==> config.mk <==
export PLATFORM = sky130hd
export DESIGN_NAME = dmem_arbiter_flat
export DESIGN_NICKNAME = d
export VERILOG_FILES = /design/src/rtl/dmem_arbiter_if.sv /design/src/rtl/dmem_arbiter.sv /design/src/flat_wrapper.sv
export SDC_FILE = /design/constraint.sdc
export NUM_CORES = 1
export LEC_CHECK = 0
export ABC_CLOCK_PERIOD_IN_PS = 5090
export CAP_MARGIN = 30
export CORE_MARGIN = 2
export CORE_UTILIZATION = 44
export CTS_CLUSTER_SIZE = 24
export DETAILED_ROUTE_END_ITERATION = 10
export PLACE_DENSITY = 0.8
export RECOVER_POWER = 50
export SLEW_MARGIN = 20
export SYNTH_ARGS = -nofsm -noshare
export SYNTH_HDL_FRONTEND = slang
export SYNTH_SLANG_ARGS = --single-unit
==> constraint.sdc <==
create_clock -name clk_in -period 5.09 [get_ports clk_in]
set_clock_uncertainty 0.1 [all_clocks]
set_input_delay 0.509 -clock clk_in [delete_from_list [all_inputs] [get_ports clk_in]]
set_output_delay 0.509 -clock clk_in [all_outputs]
set_load 0.02 [all_outputs]
==> src/rtl/dmem_arbiter_if.sv <==
// Bus bundle joining the CPU and external requesters, the dmem arbiter and the dmem port.
interface dmem_arbiter_if;
    logic        cpu_req, cpu_we, cpu_gnt, cpu_done, cpu_err;
    logic [31:0] cpu_addr, cpu_wdata, cpu_rdata;
    logic        ext_req, ext_we, ext_gnt, ext_done, ext_err;
    logic [31:0] ext_addr, ext_wdata, ext_rdata;
    logic        dmem_ena, dmem_R, dmem_W;
    logic [31:0] dmem_addr, dmem_in_data, dmem_out_data;

    modport slave (
        input  cpu_req, cpu_we, cpu_addr, cpu_wdata,
        output cpu_gnt, cpu_done, cpu_rdata, cpu_err,
        input  ext_req, ext_we, ext_addr, ext_wdata,
        output ext_gnt, ext_done, ext_rdata, ext_err,
        output dmem_ena, dmem_R, dmem_W, dmem_addr, dmem_in_data,
        input  dmem_out_data
    );

    modport master (
        output cpu_req, cpu_we, cpu_addr, cpu_wdata,
        input  cpu_gnt, cpu_done, cpu_rdata, cpu_err,
        output ext_req, ext_we, ext_addr, ext_wdata,
        input  ext_gnt, ext_done, ext_rdata, ext_err,
        input  dmem_ena, dmem_R, dmem_W, dmem_addr, dmem_in_data,
        output dmem_out_data
    );
endinterface

==> src/rtl/dmem_arbiter.sv <==
// Two-requester dmem arbiter: round-robin grant, Mars address mapping, fixed wait-state access.
// Define DMEM_ARB_CPU_PRIO_EN to give the CPU fixed priority over the external master.
module dmem_arbiter #(
    parameter int          MEM_LAT    = 1,
    parameter logic [31:0] DMEM_BASE  = 32'h1001_0000,
    parameter int          DMEM_DEPTH = 1024
) (
    input  logic          clk_in,
    input  logic          reset,
    dmem_arbiter_if.slave bus
);
    typedef enum logic [1:0] {IDLE, ACCESS, RESP} state_t;
    localparam logic [3:0] CNT_INIT = 4'(MEM_LAT - 1);

    state_t           r_state, w_next;
    logic [3:0]       r_cnt;
    logic             r_win, r_we, r_err;
    logic [31:0]      r_idx, r_wdata;
    logic [1:0][31:0] r_rdata;

    logic [1:0]       w_req, w_gnt, w_done, w_err;
    logic             w_any, w_win, w_valid, w_we;
    logic [31:0]      w_addr, w_idx, w_wdata;
    logic             w_ena, w_rd, w_wr;
    logic [31:0]      w_maddr, w_mdata;

    assign w_req = {bus.ext_req, bus.cpu_req};
    assign w_any = |w_req;

`ifdef DMEM_ARB_CPU_PRIO_EN
    assign w_win = ~bus.cpu_req;
`else
    logic r_last;  // 1 = ext was served last

    assign w_win = (&w_req) ? ~r_last : bus.ext_req;

    always_ff @(posedge clk_in) begin
        if (reset)                        r_last <= 1'b1;
        else if (r_state == IDLE && w_any) r_last <= w_win;
    end
`endif

    // Only the winner's inputs are muxed through; the loser never reaches dmem.
    assign w_addr  = w_win ? bus.ext_addr  : bus.cpu_addr;
    assign w_we    = w_win ? bus.ext_we    : bus.cpu_we;
    assign w_wdata = w_win ? bus.ext_wdata : bus.cpu_wdata;
    assign w_idx   = (w_addr - DMEM_BASE) >> 2;
    assign w_valid = (w_addr >= DMEM_BASE) && (w_addr[1:0] == 2'b00) &&
                     (w_idx < 32'(DMEM_DEPTH));

    always_ff @(posedge clk_in) begin
        if (reset) r_state <= IDLE;
        else       r_state <= w_next;
    end

    always_ff @(posedge clk_in) begin
        if (reset) begin
            r_cnt   <= '0;
            r_win   <= 1'b0;
            r_we    <= 1'b0;
            r_err   <= 1'b0;
            r_idx   <= '0;
            r_wdata <= '0;
            r_rdata <= '0;
        end else begin
            case (r_state)
                IDLE: if (w_any) begin
                    r_win   <= w_win;
                    r_we    <= w_we;
                    r_idx   <= w_idx;
                    r_wdata <= w_wdata;
                    r_err   <= ~w_valid;
                    r_cnt   <= CNT_INIT;
                    if (!w_valid) r_rdata[w_win] <= '0;
                end
                ACCESS: begin
                    if (r_cnt != 4'd0)  r_cnt <= r_cnt - 4'd1;
                    else if (!r_we)     r_rdata[r_win] <= bus.dmem_out_data;
                end
                default: ;
            endcase
        end
    end

    always_comb begin
        w_next = r_state;
        case (r_state)
            IDLE:    if (w_any) w_next = w_valid ? ACCESS : RESP;
            ACCESS:  if (r_cnt == 4'd0) w_next = RESP;
            RESP:    w_next = IDLE;
            default: w_next = IDLE;
        endcase
    end

    // gnt is a decision-cycle pulse, so it is suppressed while reset overrides the decision.
    always_comb begin
        w_gnt   = '0;
        w_done  = '0;
        w_err   = '0;
        w_ena   = 1'b0;
        w_rd    = 1'b0;
        w_wr    = 1'b0;
        w_maddr = '0;
        w_mdata = '0;
        case (r_state)
            IDLE: if (w_any && !reset) w_gnt[w_win] = 1'b1;
            ACCESS: begin
                w_ena   = 1'b1;
                w_rd    = ~r_we;
                w_wr    = r_we;
                w_maddr = r_idx;
                w_mdata = r_wdata;
            end
            RESP: begin
                w_done[r_win] = 1'b1;
                w_err[r_win]  = r_err;
            end
            default: ;
        endcase
    end

    assign bus.cpu_gnt      = w_gnt[0];
    assign bus.ext_gnt      = w_gnt[1];
    assign bus.cpu_done     = w_done[0];
    assign bus.ext_done     = w_done[1];
    assign bus.cpu_err      = w_err[0];
    assign bus.ext_err      = w_err[1];
    assign bus.cpu_rdata    = r_rdata[0];
    assign bus.ext_rdata    = r_rdata[1];
    assign bus.dmem_ena     = w_ena;
    assign bus.dmem_R       = w_rd;
    assign bus.dmem_W       = w_wr;
    assign bus.dmem_addr    = w_maddr;
    assign bus.dmem_in_data = w_mdata;
endmodule
==> src/flat_wrapper.sv <==
// flat-port wrapper written by rule: the top's interface ports become plain ports
module dmem_arbiter_flat 
#(
    parameter int          MEM_LAT    = 1,
    parameter logic [31:0] DMEM_BASE  = 32'h1001_0000,
    parameter int          DMEM_DEPTH = 1024
)
  (clk_in, reset, bus_cpu_req, bus_cpu_we, bus_cpu_addr, bus_cpu_wdata, bus_cpu_gnt, bus_cpu_done, bus_cpu_rdata, bus_cpu_err, bus_ext_req, bus_ext_we, bus_ext_addr, bus_ext_wdata, bus_ext_gnt, bus_ext_done, bus_ext_rdata, bus_ext_err, bus_dmem_ena, bus_dmem_R, bus_dmem_W, bus_dmem_addr, bus_dmem_in_data, bus_dmem_out_data);
  dmem_arbiter_if bus_i ();
  input  logic clk_in;
  input  logic reset;
  input wire logic [$bits(bus_i.cpu_req)-1:0] bus_cpu_req;
  input wire logic [$bits(bus_i.cpu_we)-1:0] bus_cpu_we;
  input wire logic [$bits(bus_i.cpu_addr)-1:0] bus_cpu_addr;
  input wire logic [$bits(bus_i.cpu_wdata)-1:0] bus_cpu_wdata;
  output wire logic [$bits(bus_i.cpu_gnt)-1:0] bus_cpu_gnt;
  output wire logic [$bits(bus_i.cpu_done)-1:0] bus_cpu_done;
  output wire logic [$bits(bus_i.cpu_rdata)-1:0] bus_cpu_rdata;
  output wire logic [$bits(bus_i.cpu_err)-1:0] bus_cpu_err;
  input wire logic [$bits(bus_i.ext_req)-1:0] bus_ext_req;
  input wire logic [$bits(bus_i.ext_we)-1:0] bus_ext_we;
  input wire logic [$bits(bus_i.ext_addr)-1:0] bus_ext_addr;
  input wire logic [$bits(bus_i.ext_wdata)-1:0] bus_ext_wdata;
  output wire logic [$bits(bus_i.ext_gnt)-1:0] bus_ext_gnt;
  output wire logic [$bits(bus_i.ext_done)-1:0] bus_ext_done;
  output wire logic [$bits(bus_i.ext_rdata)-1:0] bus_ext_rdata;
  output wire logic [$bits(bus_i.ext_err)-1:0] bus_ext_err;
  output wire logic [$bits(bus_i.dmem_ena)-1:0] bus_dmem_ena;
  output wire logic [$bits(bus_i.dmem_R)-1:0] bus_dmem_R;
  output wire logic [$bits(bus_i.dmem_W)-1:0] bus_dmem_W;
  output wire logic [$bits(bus_i.dmem_addr)-1:0] bus_dmem_addr;
  output wire logic [$bits(bus_i.dmem_in_data)-1:0] bus_dmem_in_data;
  input wire logic [$bits(bus_i.dmem_out_data)-1:0] bus_dmem_out_data;
  assign bus_i.cpu_req = bus_cpu_req;
  assign bus_i.cpu_we = bus_cpu_we;
  assign bus_i.cpu_addr = bus_cpu_addr;
  assign bus_i.cpu_wdata = bus_cpu_wdata;
  assign bus_cpu_gnt = bus_i.cpu_gnt;
  assign bus_cpu_done = bus_i.cpu_done;
  assign bus_cpu_rdata = bus_i.cpu_rdata;
  assign bus_cpu_err = bus_i.cpu_err;
  assign bus_i.ext_req = bus_ext_req;
  assign bus_i.ext_we = bus_ext_we;
  assign bus_i.ext_addr = bus_ext_addr;
  assign bus_i.ext_wdata = bus_ext_wdata;
  assign bus_ext_gnt = bus_i.ext_gnt;
  assign bus_ext_done = bus_i.ext_done;
  assign bus_ext_rdata = bus_i.ext_rdata;
  assign bus_ext_err = bus_i.ext_err;
  assign bus_dmem_ena = bus_i.dmem_ena;
  assign bus_dmem_R = bus_i.dmem_R;
  assign bus_dmem_W = bus_i.dmem_W;
  assign bus_dmem_addr = bus_i.dmem_addr;
  assign bus_dmem_in_data = bus_i.dmem_in_data;
  assign bus_i.dmem_out_data = bus_dmem_out_data;
  dmem_arbiter #(.MEM_LAT(MEM_LAT), .DMEM_BASE(DMEM_BASE), .DMEM_DEPTH(DMEM_DEPTH)) u_core (.clk_in(clk_in), .reset(reset), .bus(bus_i));
endmodule
==> report_table.html <==
<table>
<tr><th>Metric</th><th>Value</th></tr>
<tr><th colspan="2">Power and ir drop</th></tr>
<tr><td>Switching power share of the total</td><td>0.260</td></tr>
<tr><td>Part of the total power dissipated in sequential elements</td><td>0.391</td></tr>
<tr><td>Power density cells</td><td>267 mW/mm^2</td></tr>
<tr><td>Total power consumption of the routed design</td><td>2940 uW</td></tr>
<tr><td>Static Leak</td><td>0.00396 uW</td></tr>
<tr><td>Combinational share of power</td><td>0.154</td></tr>
<tr><td>Internal cell power</td><td>2180 uW</td></tr>
<tr><td>Clock group share of total power</td><td>0.455</td></tr>
<tr><td>Maximum ir drop on the vdd rail</td><td>243 uV</td></tr>
<tr><td>Net switching component of the power</td><td>766 uW</td></tr>
<tr><th colspan="2">Routing</th></tr>
<tr><td>Number of remaining DRC errors</td><td>0</td></tr>
<tr><td>Drt first pass iters</td><td>5</td></tr>
<tr><td>Total wirelength of the detailed-routed design</td><td>25000 um</td></tr>
<tr><td>Post-detailed-route wirelength per cell</td><td>18.1 um</td></tr>
<tr><td>Antenna-violating nets left</td><td>0</td></tr>
<tr><td>Vias per cell</td><td>5.65</td></tr>
<tr><td>Count of vias placed by the detailed router</td><td>7803</td></tr>
<tr><td>First-iteration detailed-routing DRC count</td><td>585</td></tr>
<tr><th colspan="2">Die</th></tr>
<tr><td>Initial standard-cell utilization of the core</td><td>0.445</td></tr>
<tr><td>Die width</td><td>133 um</td></tr>
<tr><td>Ports placed on the boundary</td><td>303</td></tr>
<tr><td>Die area</td><td>0.0176 mm^2</td></tr>
<tr><td>Core ar.</td><td>0.0164 mm^2</td></tr>
<tr><td>Y dimension of the die</td><td>133 um</td></tr>
<tr><td>Number of placement rows</td><td>47</td></tr>
<tr><th colspan="2">Final layout</th></tr>
<tr><td># nets final</td><td>1315</td></tr>
<tr><td>Share of post-route cells with drive strength above 1</td><td>0.0941</td></tr>
<tr><td>Filler-free cell count of the finished design</td><td>1380</td></tr>
<tr><td>Area grow syn2layout</td><td>50.7%</td></tr>
<tr><td>Commonest cells after routing, fill and taps aside</td><td>226 x clkdlybuf4s50_1, 187 x nand2_1, 136 x dfxtp_1</td></tr>
<tr><td>Most frequent standard cell in the layout excluding fill and tap cells</td><td>clkdlybuf4s50_1</td></tr>
<tr><th colspan="2">Setup path</th></tr>
<tr><td>Worst Setup Path Type</td><td>flip-flop to flip-flop</td></tr>
<tr><td>R2r endpoint</td><td>u_core.r_wdata[27]</td></tr>
<tr><td>Slack of the worst reg-to-reg path</td><td>720 ps</td></tr>
<tr><td>Critical path required time</td><td>5100 ps</td></tr>
<tr><td>Data arrival time of the worst path</td><td>4380 ps</td></tr>
<tr><td>Critical path origin</td><td>u_core.r_state[0]</td></tr>
<tr><td>R2R cell count</td><td>4</td></tr>
<tr><td>Start of the worst register-to-register path</td><td>u_core.r_state[0]</td></tr>
<tr><td>Nature of the critical path startpoint</td><td>flip-flop</td></tr>
<tr><td>CP Capture Type</td><td>flip-flop</td></tr>
<tr><td>Capture point of the worst path</td><td>u_core.r_wdata[27]</td></tr>
<tr><td>Largest driver fanout on the critical path</td><td>79</td></tr>
<tr><th colspan="2">Global routing</th></tr>
<tr><td>Via count of the first global-routing pass</td><td>7252</td></tr>
<tr><td>Number of antenna violations at the first check in global routing</td><td>2</td></tr>
<tr><td>Sum of overflow across all layers after global routing</td><td>0</td></tr>
<tr><td>Largest net degree at the start of global routing</td><td>80</td></tr>
<tr><td>Wire length of the first global-routing pass</td><td>39100 um</td></tr>
<tr><td>Global-route total usage across every layer</td><td>0.276</td></tr>
<tr><th colspan="2">Timing</th></tr>
<tr><td>Final hold violations</td><td>0</td></tr>
<tr><td>Max Slew Vio Count</td><td>80</td></tr>
<tr><td>Number of setup violations in the final report</td><td>0</td></tr>
<tr><td>FMAX</td><td>229 MHz</td></tr>
<tr><td>Max-slew headroom</td><td>-1.24</td></tr>
<tr><td>Slew @ Worst Pin</td><td>3360 ps</td></tr>
<tr><td>Worst hold-check slack</td><td>347 ps</td></tr>
<tr><td>RSZ-0062 raised after global routing</td><td>false</td></tr>
<tr><td>Final worst-path cycle share</td><td>0.858</td></tr>
<tr><td>Crit path time final</td><td>4370 ps</td></tr>
<tr><td>Accumulated negative setup slack</td><td>0 ps</td></tr>
<tr><th colspan="2">Clock tree</th></tr>
<tr><td>Clk root buf</td><td>clkbuf_16</td></tr>
<tr><td>CTS tree</td><td>built</td></tr>
<tr><td>H-Tree Depth</td><td>4</td></tr>
<tr><td>Clock insertion delay at the later pin of the skew report</td><td>420 ps</td></tr>
<tr><td>Count of instances resized after the clock tree is built</td><td>0</td></tr>
<tr><td>Buffer count from post-CTS setup fixing</td><td>0</td></tr>
<tr><td>Clock-pin slew on the worst setup and hold paths</td><td>60 ps</td></tr>
<tr><td>Number of buffers inserted for hold repair after clock tree synthesis</td><td>0</td></tr>
<tr><td>Clock Sinks</td><td>136</td></tr>
<tr><td>Maximum clock insertion buffer count</td><td>2</td></tr>
<tr><td>CTS buffer count</td><td>17</td></tr>
<tr><th colspan="2">Min path</th></tr>
<tr><td>Hold/Removal Path Class</td><td>flip-flop to flip-flop</td></tr>
<tr><th colspan="2">Run status</th></tr>
<tr><td>Failing checks</td><td>max-capacitance violations, max-slew violations</td></tr>
<tr><td>Outcome</td><td>complete, but fails checks</td></tr>
<tr><th colspan="2">Synthesis</th></tr>
<tr><td>Area leader, netlist</td><td>dfxtp_1</td></tr>
<tr><td>Number of instances in the synthesized netlist</td><td>897</td></tr>
<tr><td>Avg Cell Area, Syn</td><td>8.14 um^2</td></tr>
<tr><td>Count of synthesis-stage warnings from yosys</td><td>0</td></tr>
<tr><td>Number of enable-type register cells in the synthesized netlist</td><td>0</td></tr>
<tr><td>Distinct cell type count of the synthesized netlist</td><td>58</td></tr>
<tr><td>Area share of the leading cell type in the synthesized netlist</td><td>0.373</td></tr>
<tr><td>Netlist area before placement</td><td>0.00730 mm^2</td></tr>
<tr><td>Sequential fraction of the synthesis area</td><td>0.373</td></tr>
<tr><td>Dominant synthesized flop cell</td><td>dfxtp_1</td></tr>
<tr><td>Share of flip-flops with an asynchronous set or reset after synthesis</td><td>0</td></tr>
<tr><td>Number of register bits inferred by synthesis</td><td>136</td></tr>
<tr><td>Largest cells by area after synthesis</td><td>dfxtp_1 37%, a311oi_2 10%, nand2_1 9.6%</td></tr>
<tr><th colspan="2">Place</th></tr>
<tr><td>Total of buffers placed on input and output ports</td><td>300</td></tr>
<tr><td>Routability congestion estimate</td><td>0.884</td></tr>
<tr><td>Post-detail-place hpwl</td><td>17300 um</td></tr>
<tr><td>Number of placed instances with taps included</td><td>1346</td></tr>
<tr><th colspan="2">Flow run</th></tr>
<tr><td>MaxCap Viol Count</td><td>1</td></tr>
</table>
## cell usage after synthesis, drive strengths merged, types with 2 or more instances
cell     number
mux2          2
nor4          9
buf          10
clkbuf       76
and3          3
inv           8
nor2b         4
nor2         74
o211ai        3
o31ai         2
a211oi        2
xnor2        13
o41a          2
or3          10
a311oi      112
ha            4
o2111ai       2
o21a          7
dfxtp       136
nand3         6
nor3b         5
nor3         19
nor4b         4
mux2i         7
xor2          4
a21oi        84
nand2b        3
nand2       187
nand4         4
and2         65
o21ai         8
or4           3
## state kept, by name, summed over array words and instances, names as in the netlist
register / count
u_core.r_we: 1
u_core.r_win: 1
u_core.bus.ext_rdata: 32
u_core.r_wdata: 32
u_core.r_last: 1
u_core.r_state: 2
u_core.bus.cpu_rdata: 32
u_core.r_cnt: 4
u_core.r_idx: 30
u_core.r_err: 1
## cells by family (layout without fill, tap and decap cells)
group                      Yosys count  in the layout  synth area share
DFF                                136            136             0.373
buffers and inverters               94            354            0.0548
and+or+nand+nor                    401            401             0.255
other                                1              4          0.000513
AOI/OAI and AO/OA                  235            235             0.277
xor gates and xnor gates            17             17            0.0204
muxes                                9              9            0.0127
adders and majority gates            4              4           0.00685
## worst min-delay path by stage
stage	startpoint	to	cells after the start
floorplan	u_core.r_idx[16]	u_core.r_idx[16]	2
global placement	u_core.r_idx[18]	u_core.r_idx[18]	2
detailed placement	u_core.r_idx[15]	u_core.r_idx[15]	2
CTS	u_core.r_idx[16]	u_core.r_idx[16]	2
global route	u_core.r_idx[19]	u_core.r_idx[19]	2
finish	u_core.r_idx[16]	u_core.r_idx[16]	2
## power groups by stage
stage          logic, uW  clock network [uW]  registers (uW)
2_1_floorplan        234                   0            1160
3_3_place_gp         441                   0            1170
3_5_place_dp         447                   0            1170
4_1_cts              450                1360            1150
5_1_grt              494                1400            1150
6_report             454                1340            1150
## final cells by class
type | instances | area (um^2)
flip-flops and latches | 136 | 2720
well taps | 220 | 275
repair buffers | 314 | 3120
clock buffers | 19 | 443
clock inverters | 13 | 191
multi-input cells | 668 | 4220
fillers | 1375 | 5400
inverters | 8 | 30.0
diodes | 2 | 5.00
## metal layers
| layer | wire length [um] | global-route usage |
|---|---|---|
| met5 | 0 | 0 |
| met4 | 1120 | 0.143 |
| met3 | 1530 | 0.0517 |
| met2 | 12000 | 0.466 |
| met1 | 10300 | 0.335 |
## critical path: stages (launching register included)
cell      delay, ps
dfxtp_1         340
nor2_1          380
o21a_4          470
clkbuf_1       2410
a311oi_1        310
## through the flow
step	setup WS [ps]	utilization	instance area, um^2
6_report	725	0.671	11000
3_5_place_dp	618	0.633	10400
2_1_floorplan	442	-	7310
3_3_place_gp	804	0.632	10400
4_1_cts	1040	0.672	11000
5_1_grt	363	0.671	11000
No activity file was read; power rests on OpenSTA's default activity.
